<file path="config.mk">
export PLATFORM = sky130hd
export DESIGN_NAME = kgp_pc_sequencer_flat
export DESIGN_NICKNAME = d
export VERILOG_FILES = /design/src/rtl/kgp_seq_pkg.sv /design/src/rtl/kgp_pc_sequencer_if.sv /design/src/rtl/kgp_pc_sequencer_ras.sv /design/src/rtl/kgp_pc_sequencer.sv /design/src/flat_wrapper.sv
export SDC_FILE = /design/constraint.sdc
export NUM_CORES = 1
export LEC_CHECK = 0
export BUFFER_PORTS_ARGS = -buffer_cell sky130_fd_sc_hd__buf_4
export CORE_MARGIN = 5
export CORE_UTILIZATION = 55
export CTS_CLUSTER_SIZE = 20
export DETAILED_ROUTE_END_ITERATION = 8
export GPL_TIMING_DRIVEN = 0
export PLACE_DENSITY_LB_ADDON = 0.12
export SYNTH_ARGS = -nofsm -noshare
export SYNTH_HDL_FRONTEND = slang
export SYNTH_SLANG_ARGS = --single-unit
</file>
<file path="constraint.sdc">
create_clock -name clk -period 5.4 [get_ports clk]
set_clock_uncertainty 0.05 [all_clocks]
set_input_delay 0.54 -clock clk [delete_from_list [all_inputs] [get_ports clk]]
set_output_delay 0.54 -clock clk [all_outputs]
set_load 0.02 [all_outputs]
</file>
<file path="src/rtl/kgp_seq_pkg.sv">
// Shared constants for the KGP-RISC PC sequencer: branch classes,
// flag bit positions, FSM state encoding, RAS fault codes and condition helpers.
package kgp_seq_pkg;

  localparam logic [3:0] BR_NONE = 4'd0;
  localparam logic [3:0] BR_B    = 4'd1;
  localparam logic [3:0] BR_BR   = 4'd2;
  localparam logic [3:0] BR_BZ   = 4'd3;
  localparam logic [3:0] BR_BNZ  = 4'd4;
  localparam logic [3:0] BR_BCY  = 4'd5;
  localparam logic [3:0] BR_BNCY = 4'd6;
  localparam logic [3:0] BR_BS   = 4'd7;
  localparam logic [3:0] BR_BNS  = 4'd8;
  localparam logic [3:0] BR_BV   = 4'd9;
  localparam logic [3:0] BR_BNV  = 4'd10;
  localparam logic [3:0] BR_CALL = 4'd11;
  localparam logic [3:0] BR_RET  = 4'd12;

  localparam int FLG_Z = 0;
  localparam int FLG_C = 1;
  localparam int FLG_S = 2;
  localparam int FLG_V = 3;

  typedef enum logic [1:0] {
    S_IDLE  = 2'd0,
    S_FETCH = 2'd1,
    S_EXEC  = 2'd2,
    S_HALT  = 2'd3
  } state_e;

  localparam logic [1:0] RAS_OK  = 2'b00;
  localparam logic [1:0] RAS_OVF = 2'b01;
  localparam logic [1:0] RAS_UNF = 2'b10;

  function automatic logic is_cond(input logic [3:0] bt);
    return (bt >= BR_BZ) && (bt <= BR_BNV);
  endfunction

  function automatic logic cond_met(input logic [3:0] bt,
                                    input logic [3:0] f);
    logic r;
    r = 1'b0;
    case (bt)
      BR_BZ:   r =  f[FLG_Z];
      BR_BNZ:  r = !f[FLG_Z];
      BR_BCY:  r =  f[FLG_C];
      BR_BNCY: r = !f[FLG_C];
      BR_BS:   r =  f[FLG_S];
      BR_BNS:  r = !f[FLG_S];
      BR_BV:   r =  f[FLG_V];
      BR_BNV:  r = !f[FLG_V];
      default: r = 1'b0;
    endcase
    return r;
  endfunction

endpackage

</file>
<file path="src/rtl/kgp_pc_sequencer_if.sv">
// Instruction-memory request/acknowledge port of the PC sequencer.
// master: sequencer (drives req/addr); slave: memory (drives ack).
interface kgp_pc_sequencer_if #(
  parameter int ADDR_W = 32
);
  logic              imem_req;
  logic [ADDR_W-1:0] imem_addr;
  logic              imem_ack;

  modport master (
    output imem_req,
    output imem_addr,
    input  imem_ack
  );

  modport slave (
    input  imem_req,
    input  imem_addr,
    output imem_ack
  );
endinterface

</file>
<file path="src/rtl/kgp_pc_sequencer_ras.sv">
// Hardware return-address stack: push/pop, top-of-stack, full/empty.
// Ports: clk, reset, push, pop, push_data in; top, full, empty out.
module kgp_ras #(
  parameter int ADDR_W    = 32,
  parameter int RAS_DEPTH = 8
) (
  input  logic              clk,
  input  logic              reset,
  input  logic              push,
  input  logic              pop,
  input  logic [ADDR_W-1:0] push_data,
  output logic [ADDR_W-1:0] top,
  output logic              full,
  output logic              empty
);

  localparam int IW = $clog2(RAS_DEPTH);
  localparam int PW = IW + 1;

  logic [PW-1:0]     ptr_q;
  logic [PW-1:0]     ptr_d;
  logic [ADDR_W-1:0] mem_q [RAS_DEPTH];
  logic [IW-1:0]     top_idx;

  assign full    = (ptr_q == PW'(RAS_DEPTH));
  assign empty   = (ptr_q == '0);
  assign top_idx = ptr_q[IW-1:0] - IW'(1);
  assign top     = mem_q[top_idx];

  always_comb begin
    ptr_d = ptr_q;
    if (push && !full) begin
      ptr_d = ptr_q + PW'(1);
    end else if (pop && !empty) begin
      ptr_d = ptr_q - PW'(1);
    end
  end

  always_ff @(posedge clk or posedge reset) begin
    if (reset) begin
      ptr_q <= '0;
    end else begin
      ptr_q <= ptr_d;
    end
  end

  // Entries carry no reset; only the pointer defines occupancy.
  always_ff @(posedge clk) begin
    if (push && !full) begin
      mem_q[ptr_q[IW-1:0]] <= push_data;
    end
  end

endmodule

</file>
<file path="src/rtl/kgp_pc_sequencer.sv">
// Multi-cycle fetch/execute PC sequencer with flag register and RAS.
// Ports: clk/reset, imem (req/addr/ack), exec handshake, branch info, flags, pc, fault status.
module kgp_pc_sequencer
  import kgp_seq_pkg::*;
#(
  parameter int                ADDR_W    = 32,
  parameter int                RAS_DEPTH = 8,
  parameter logic [ADDR_W-1:0] RESET_PC  = '0
) (
  input  logic                clk,
  input  logic                reset,
  kgp_pc_sequencer_if.master  imem,
  output logic                instr_valid,
  input  logic                exec_done,
  input  logic [3:0]          br_type,
  input  logic [ADDR_W-1:0]   br_offset,
  input  logic [ADDR_W-1:0]   br_reg,
  input  logic                flags_we,
  input  logic [3:0]          flags_in,
  output logic [3:0]          flags,
  output logic [ADDR_W-1:0]   pc,
  output logic                halted,
  output logic [1:0]          ras_err
);

  state_e            state_q, state_d;
  logic [ADDR_W-1:0] pc_q, pc_d;
  logic [3:0]        flags_q, flags_d;
  logic              halted_q, halted_d;
  logic [1:0]        ras_err_q, ras_err_d;
  logic              imem_req_q, imem_req_d;
  logic              instr_valid_q, instr_valid_d;

  logic [ADDR_W-1:0] seq, tgt;
  logic [3:0]        flg_eff;
  logic              ras_push, ras_pop;
  logic [ADDR_W-1:0] ras_top;
  logic              ras_full, ras_empty;

  kgp_ras #(
    .ADDR_W    (ADDR_W),
    .RAS_DEPTH (RAS_DEPTH)
  ) u_ras (
    .clk       (clk),
    .reset     (reset),
    .push      (ras_push),
    .pop       (ras_pop),
    .push_data (seq),
    .top       (ras_top),
    .full      (ras_full),
    .empty     (ras_empty)
  );

  assign seq = pc_q + ADDR_W'(1);
  assign tgt = seq + br_offset;
  // Flags written alongside exec_done steer that same branch.
  assign flg_eff = flags_we ? flags_in : flags_q;

  always_ff @(posedge clk or posedge reset) begin
    if (reset) begin
      state_q       <= S_IDLE;
      pc_q          <= RESET_PC;
      flags_q       <= '0;
      halted_q      <= 1'b0;
      ras_err_q     <= RAS_OK;
      imem_req_q    <= 1'b0;
      instr_valid_q <= 1'b0;
    end else begin
      state_q       <= state_d;
      pc_q          <= pc_d;
      flags_q       <= flags_d;
      halted_q      <= halted_d;
      ras_err_q     <= ras_err_d;
      imem_req_q    <= imem_req_d;
      instr_valid_q <= instr_valid_d;
    end
  end

  always_comb begin
    state_d   = state_q;
    pc_d      = pc_q;
    halted_d  = halted_q;
    ras_err_d = ras_err_q;
    ras_push  = 1'b0;
    ras_pop   = 1'b0;
    flags_d   = flags_q;
    if (flags_we && state_q != S_HALT) begin
      flags_d = flags_in;
    end
    case (state_q)
      S_IDLE: state_d = S_FETCH;
      S_FETCH: begin
        if (imem.imem_ack) begin
          state_d = S_EXEC;
        end
      end
      S_EXEC: begin
        if (exec_done) begin
          state_d = S_FETCH;
          unique case (1'b1)
            br_type == BR_B:  pc_d = tgt;
            br_type == BR_BR: pc_d = br_reg;
            is_cond(br_type): pc_d = cond_met(br_type, flg_eff) ? tgt : seq;
            br_type == BR_CALL: begin
              if (ras_full) begin
                state_d   = S_HALT;
                halted_d  = 1'b1;
                ras_err_d = RAS_OVF;
              end else begin
                ras_push = 1'b1;
                pc_d     = tgt;
              end
            end
            br_type == BR_RET: begin
              if (ras_empty) begin
                state_d   = S_HALT;
                halted_d  = 1'b1;
                ras_err_d = RAS_UNF;
              end else begin
                ras_pop = 1'b1;
                pc_d    = ras_top;
              end
            end
            default: pc_d = seq;
          endcase
        end
      end
      S_HALT: state_d = S_HALT;
      default: state_d = S_IDLE;
    endcase
  end

  // Request is registered: high for every cycle spent in S_FETCH.
  always_comb begin
    imem_req_d    = (state_d == S_FETCH);
    instr_valid_d = (state_q == S_FETCH) && imem.imem_ack;
  end

  assign imem.imem_req  = imem_req_q;
  assign imem.imem_addr = pc_q;
  assign instr_valid    = instr_valid_q;
  assign flags          = flags_q;
  assign pc             = pc_q;
  assign halted         = halted_q;
  assign ras_err        = ras_err_q;

endmodule

</file>
<file path="src/flat_wrapper.sv">
// flat-port wrapper written by rule: the top's interface ports become plain ports
module kgp_pc_sequencer_flat import kgp_seq_pkg::*;
#(
  parameter int                ADDR_W    = 32,
  parameter int                RAS_DEPTH = 8,
  parameter logic [ADDR_W-1:0] RESET_PC  = '0
)
  (clk, reset, instr_valid, exec_done, br_type, br_offset, br_reg, flags_we, flags_in, flags, pc, halted, ras_err, imem_imem_req, imem_imem_addr, imem_imem_ack);
  kgp_pc_sequencer_if #(.ADDR_W(ADDR_W)) imem_i ();
  input  logic clk;
  input  logic reset;
  output logic instr_valid;
  input  logic exec_done;
  input  logic [3:0] br_type;
  input  logic [ADDR_W-1:0] br_offset;
  input  logic [ADDR_W-1:0] br_reg;
  input  logic flags_we;
  input  logic [3:0] flags_in;
  output logic [3:0] flags;
  output logic [ADDR_W-1:0] pc;
  output logic halted;
  output logic [1:0] ras_err;
  output wire logic [$bits(imem_i.imem_req)-1:0] imem_imem_req;
  output wire logic [$bits(imem_i.imem_addr)-1:0] imem_imem_addr;
  input wire logic [$bits(imem_i.imem_ack)-1:0] imem_imem_ack;
  assign imem_imem_req = imem_i.imem_req;
  assign imem_imem_addr = imem_i.imem_addr;
  assign imem_i.imem_ack = imem_imem_ack;
  kgp_pc_sequencer #(.ADDR_W(ADDR_W), .RAS_DEPTH(RAS_DEPTH), .RESET_PC(RESET_PC)) u_core (.clk(clk), .reset(reset), .imem(imem_i), .instr_valid(instr_valid), .exec_done(exec_done), .br_type(br_type), .br_offset(br_offset), .br_reg(br_reg), .flags_we(flags_we), .flags_in(flags_in), .flags(flags), .pc(pc), .halted(halted), .ras_err(ras_err));
endmodule
</file>
---- After elaboration in Yosys (flattened, before gate mapping) ----
Memory sizes are Yosys's and may differ from the RTL's.
Index checks and enable logic that the tools add are counted.
W data, S select, Z words.
storage, ports and cells
  register bits ........................... 47
  memory bits (writable) .................. 256
  output and inout bits ................... 73
  logic and storage cells ................. 88
  memories kept ........................... 1
memory list
  memory              words  bits a word  rd ports  clocked after Yosys merged registers in  wr ports  line                        source
  u_core.u_ras.mem_q  8      32           1         0                                        1         kgp_pc_sequencer_ras.sv:22  logic [ADDR_W-1:0] mem_q [RAS_DEPTH];
operators by class
  add/subtract/negate cells ............... 5
  order comparisons ....................... 2
  equal/unequal tests ..................... 22
  multiplexer cells ....................... 33
  reduce and logical (&&, ||, !) cells .... 17
operators with widths
  operator                 number
  $pmux W32 S5             1
  $mux W32                 3
  $add A32 B1 Y32 const B  1
  $add A32 B32 Y32         1
  $eq A4 B4 Y1 const B     6
  $eq A4 B3 Y1 const B     4
  $mux W1                  15
  $mux W2                  6
  $mux W4                  3
  $ne A2 B2 Y1 const B     5
  $eq A4 B2 Y1 const B     2
  $pmux W1 S8              1
  $pmux W2 S2              2
  $pmux W2 S4              1
  $logic_not A1 Y1         6
  $logic_and A1 B1 Y1      5
  $reduce_and A5 Y1        1
  $add A4 B1 Y4 const B    1
  $eq A2 B1 Y1 const B     2
  $eq A2 B2 Y1 const B     2
  $eq A4 B1 Y1 const B     1
  $ge A4 B2 Y1 const B     1
  $le A4 B4 Y1 const B     1
  $logic_not A4 Y1         1
  6 further kinds          7

---- Depth between registers and ports, before layout ----
  depth after elaboration ................. 8
  depth in mapped cells ................... 16
  depth with buffers taken out ............ 15

---- Modules after synthesis ----
Synthesis repeated with hierarchy kept, for this count alone.
second synthesis, totals
  cell total of the unflattened synthesis .. 1079
  area, all modules ....................... 15418.5 µm²
by module, submodules not included
  module            times used  cells an instance  area each (µm²)  seq. area each (µm²)
  kgp_ras           1           419                10219.8          7787.5
  kgp_pc_sequencer  1           660                5198.7           1076.0

---- Worst setup path after synthesis ----
No wires, ideal clock.
  path type ............................... reg-to-reg
  start ................................... register u_core.u_ras.ptr_q[0]
  end ..................................... memory u_core.u_ras.mem_q[1][0] (enable)
  setup time .............................. 0.461 ns
  data arrival time ....................... 4.143 ns
  data required time ...................... 4.889 ns
  setup slack ............................. 0.746 ns
  cell stages (with the launch flop) ...... 12
  path buffers ............................ 3
  cell sequence ........................... dfrtp_1 -> buf_2 -> buf_2 -> buf_2 -> inv_1 -> ha_1 -> nor2b_1 -> nand2_1 -> nand3_1 -> inv_1 -> nand2_1 -> nor3_1
on the way
  longest elaborated chain between the ends .. 8
  elaborated cells between the ends (all ways) .. 9
ends and longest elaborated chain
  item                           line                        source
  from (decl)                    kgp_pc_sequencer_ras.sv:20  logic [PW-1:0] ptr_q;
  from (signal assigned)         kgp_pc_sequencer_ras.sv:43  ptr_q <= ptr_d;
  $eq A4 B4 Y1                   kgp_pc_sequencer_ras.sv:25  assign full = (ptr_q == PW'(RAS_DEPTH));
  $mux W1                        kgp_pc_sequencer.sv:105     if (ras_full) begin
  $mux W1                        kgp_pc_sequencer.sv:100     unique case (1'b1)
  $mux W1                        kgp_pc_sequencer.sv:98      if (exec_done) begin
  $mux W1                        kgp_pc_sequencer.sv:90      case (state_q)
  $logic_and A1 B1 Y1            kgp_pc_sequencer_ras.sv:49  if (push && !full) begin
  $mux W1                        kgp_pc_sequencer_ras.sv:49
  $mux W1 (implied by the code)  kgp_pc_sequencer_ras.sv:50  mem_q[ptr_q[IW-1:0]] <= push_data;
  to (decl)                      kgp_pc_sequencer_ras.sv:22
Several ways; a longest one is shown, not always the timed one.

---- Final worst setup path ----
  start ................................... register u_core.pc_q[1], in the netlist u_core.imem.imem_addr[1]
  end ..................................... register u_core.pc_q[31], in the netlist u_core.imem.imem_addr[31]
on the way
  longest elaborated chain between the ends .. 4
  elaborated cells between the ends (all ways) .. 5
ends and longest elaborated chain
  item                         line                                              source
  from (decl)                  kgp_pc_sequencer.sv:27                            logic [ADDR_W-1:0] pc_q, pc_d;
  from (signal assigned)       kgp_pc_sequencer.sv:70                            pc_q <= pc_d;
  $add A32 B1 Y32 *            kgp_pc_sequencer.sv:54                            assign seq = pc_q + ADDR_W'(1);
  named net u_core.seq[24]     kgp_pc_sequencer.sv:34                            logic [ADDR_W-1:0] seq, tgt;
  $add A32 B32 Y32 *           kgp_pc_sequencer.sv:55                            assign tgt = seq + br_offset;
  $mux W32 (on tied branches)  kgp_pc_sequencer.sv:105, kgp_pc_sequencer.sv:103
  $pmux W32 S5 *               kgp_pc_sequencer.sv:100
Mark *: on every way through the listed nets, which the timed path passes. The rest lies on a longest branch. The select of a mux whose other input is x is not followed.
A chain may end at the register's enable or synchronous reset.

==> results by group <==
Power and ir drop
  – Peak VDD IR: 0.399 mV
  – PD cells: 489 nW/um^2
  – Pleak: 0.00682 uW
  – PnR Total Power: 8970 uW

Job
  – Total of max-cap violations: 1

Logic synthesis
  – Post-synthesis sequential area ratio: 0.573
  – Synth Net Count: 1,241
  – Mapped cell area: 15,500 um^2
  – Syn_area_per_cell: about 14 um^2
  – Top_reg_cell synth: edfxtp_1
  – #FFs+latches synth: 303
  – Synthesized instance count: 1,121
  – Top cells by area, synth: edfxtp_1 (50%), mux4_2 (9.3%), dfrtp_1 (7.6%), ha_1 (3.3%), xnor2_1 (2.6%)
  – Distinct cells, synth: 86
  – Ys Warns: 0
  – Post-synth EDFFs: 256
  – Post-synth ARST share: 0.155
  – Synth area leader: edfxtp_1
  – Post-synth top area share: 0.497

Setup path
  – CP arrival: about 5.6 ns
  – Nature of the critical path startpoint: flop
  – Crit Path Max Fanout: 9
  – Reg2reg start: u_core.imem.imem_addr[1]$_DFFE_PP0P_
  – Top delay family on crit path: simple AND/OR/NAND/NOR gates
  – Slowest CP cell: xnor2_1
  – Worst r2r dst: u_core.imem.imem_addr[31]$_DFFE_PP0P_
  – Cells along the critical path: ha_1 -> and3_1 -> nand4_1 -> nor2_4 -> nand4_2 -> xnor2_1 -> ha_1 -> a21oi_1 -> o21a_1 -> o21ai_0 -> a2111oi_1 -> nor2_1 -> a311oi_2 -> xnor2_1 -> o31ai_2
  – CP bufs+invs: 0
  – Reg2Reg Depth: 15
  – CP required: 5.82 ns
  – Worst Setup End Kind: flop
  – Crit path largest cell delay: 0.79 ns
  – Flop2flop setup slack: 0.22 ns
  – Setup CP Type: reg2reg

Clock tree
  – # H-tree levels: 1
  – Root buf cell: clkbuf_16
  – # clock sinks: 303
  – Postcts setup bufs: 0
  – Worst skew pair latency: 0.58 ns
  – Bufs on Longest Clock Path: 3
  – CTS tree: built
  – Cts bufs inserted: 30
  – Reg clk slew, reported paths: 0.06 ns

GRT
  – Grt peak-use layer: met2
  – Global-route wire length before repair: 64.8 mm
  – Met3 Use GR: 0.0366
  – Initial antenna violation count: 1
  – Total GRT Usage: 0.280
  – GRT met2 Usage: 0.462
  – Number of global-route vias before repair: 10,339
  – GRT met1 Usage: 0.396
  – Largest net degree at the start of global routing: 34
  – Grt ovf: 0

Run status
  – Status: complete, but fails checks
  – Failing checks: capacitance limit, slew limit

Routing
  – Routed WL: around 44 mm
  – DRC viols: 0
  – Vias post-DR: 10,627
  – 1st-iter DRT viols: roughly 1,000
  – DR pass1 iterations: 5
  – Post-DRT Antenna Nets: 0
  – Wire per inst: 25.6 um
  – Vias per cell: between 6 and 7

Cells and area
  – Share of layout cells above drive strength 1: 0.290
  – Finished Layout Cells: 1,718
  – Final nets: 1,436
  – Area grow syn2layout: 18.7%
  – Design area: roughly 18,000 um^2
  – Leading cell types in the layout, fill and taps excluded: edfxtp_1 (256), buf_4 (180), a21oi_1 (74), nor2_1 (72), mux4_2 (64)
  – Commonest non-fill, non-tap cell in the layout: edfxtp_1
  – Antenna Diode Count: 0

Floorplanning
  – Core Area: 27,800 um^2
  – Die Y: 178 um
  – Die Wd: 178 um
  – Die Outline Area: between 30,000 and 40,000 um^2
  – # IOs: 150
  – Rows: 61
  – Starting Density: 0.557

Min path
  – WHS Path Cells: 2
  – Hold path endpoint: u_core.flags[3]$_DFFE_PP0P_
  – Min-delay worst type: in2reg
  – HP Start: flags_in[3]

Place
  – Cells after DPL: 1,661
  – Placer congestion estimate: 0.963
  – Cell Area, Placed: 17,300 um^2
  – Port bufs: 147
  – Hpwl dp: 31.7 mm

Timing
  – Final worst path period share: 0.958
  – Hold Fails Final Rpt: 0
  – Slew of the pin with the lowest slew margin: around 1.5 ns
  – Fmax: 0.193 GHz
  – Final setup viols: 0
  – Final Slew Violations: 1
  – Relative slew slack: -0.00755
  – Min Tclk post-route: 5.18 ns
  – RSZ-0062 raised after global routing: false
==> synth_stat cells (5+ instances only) <==
cell type and count:
edfxtp_1 256, nor2_1 78, a21oi_1 74, mux4_2 64, nand2_1 53, o21ai_0 51
dfrtp_1 47, xnor2_1 46, ha_1 41, buf_4 33, mux2i_1 32, buf_2 26
inv_1 24, nand3_1 22, clkbuf_1 20, a21o_1 17, a221oi_1 15, xor2_1 14
mux2_2 12, nand4_1 12, and3_1 11, nor3_1 11, o21a_1 11, and2_1 9
nand2b_1 8, buf_6 7, a211oi_1 6, nor2b_1 6, o211ai_1 6, a211o_1 5
a221oi_2 5, a31oi_1 5, and4_1 5, o21ai_1 5, o21bai_1 5, o22ai_1 5
==> area by class of cell <==
cell class	count	area, um^2
Timing Repair Buffer	163	1360
Buffer	87	536
Inverter	24	90.1
Sequential cell	303	8860
Fill cell	2122	9430
Clock inverter	14	124
Clock buffer	42	857
Multi-Input combinational cell	707	6050
Tap cell	378	473
==> stage by stage <==
step	setup slack [ns]	utilization	hold slack, ns	TNS, ns
2_1_floorplan	0.746	-	0.434	0
4_1_cts	0.158	0.660	0.155	0
6_report	0.225	0.661	0.164	0
5_1_grt	0.0160	0.661	0.175	0
3_3_place_gp	-2.36	0.613	0.404	-236.08
3_5_place_dp	0.179	0.624	0.407	0
==> sequential cells by signal, summed over array words and instances, names as in the netlist <==
| name | cells |
|---|---|
| u_core.flags | 4 |
| u_core.halted | 1 |
| u_core.imem.imem_addr | 32 |
| u_core.imem.imem_req | 1 |
| u_core.instr_valid | 1 |
| u_core.ras_err | 2 |
| u_core.state_q | 2 |
| u_core.u_ras.mem_q | 256 |
| u_core.u_ras.ptr_q | 4 |
==> timing repair <==
action	in CTS	in global routing
hold buffers	1	0
setup endpoints to repair	0	4
gates resized for setup	0	3
endpoints found under the hold margin	14	0
==> per-layer routing <==
layer	routed length (um)	vias up
li1	-	4732
met1	17800	5304
met2	21200	504
met3	3640	87
met4	1320	0
met5	0	-
==> logic make-up after synthesis <==
| family | count (synthesis) | share of synthesized area |
|---|---|---|
| flip-flops | 303 | 0.573 |
| buffers and inverters | 111 | 0.0405 |
| adder cells (fa/ha/maj) | 43 | 0.0358 |
| AO/OA/AOI/OAI | 256 | 0.114 |
| multiplexers | 111 | 0.127 |
| AND/OR/NAND/NOR | 236 | 0.0749 |
| XOR/XNOR | 61 | 0.0350 |
==> worst max path at each step <==
stage	from	end	slack, ns	depth (start not counted)
finish	u_core.imem.imem_addr[1]$_DFFE_PP0P_	u_core.imem.imem_addr[31]$_DFFE_PP0P_	0.22	15
global placement	u_core.u_ras.ptr_q[0]$_DFFE_PP0P_	u_core.u_ras.mem_q[1][5]$_DFFE_PP_	-2.36	11
detailed placement	u_core.imem.imem_addr[1]$_DFFE_PP0P_	u_core.imem.imem_addr[21]$_DFFE_PP0P_	0.18	15
global route	u_core.imem.imem_addr[0]$_DFFE_PP0P_	u_core.imem.imem_addr[21]$_DFFE_PP0P_	0.02	15
CTS	u_core.imem.imem_addr[1]$_DFFE_PP0P_	u_core.imem.imem_addr[21]$_DFFE_PP0P_	0.16	15
floorplan	u_core.u_ras.ptr_q[0]$_DFFE_PP0P_	u_core.u_ras.mem_q[1][0]$_DFFE_PP_	0.75	11
==> power by group <==
group | leakage (uW) | total, uW | internal, uW | switching (uW)
sequential | 0.00283 | 3240 | 2960 | 278
clock | 0.000479 | 2080 | 1200 | 878
combinational | 0.00352 | 3660 | 1480 | 2180
total | 0.00682 | 8970 | 5640 | 3330
(Power assumes the default switching activity.)
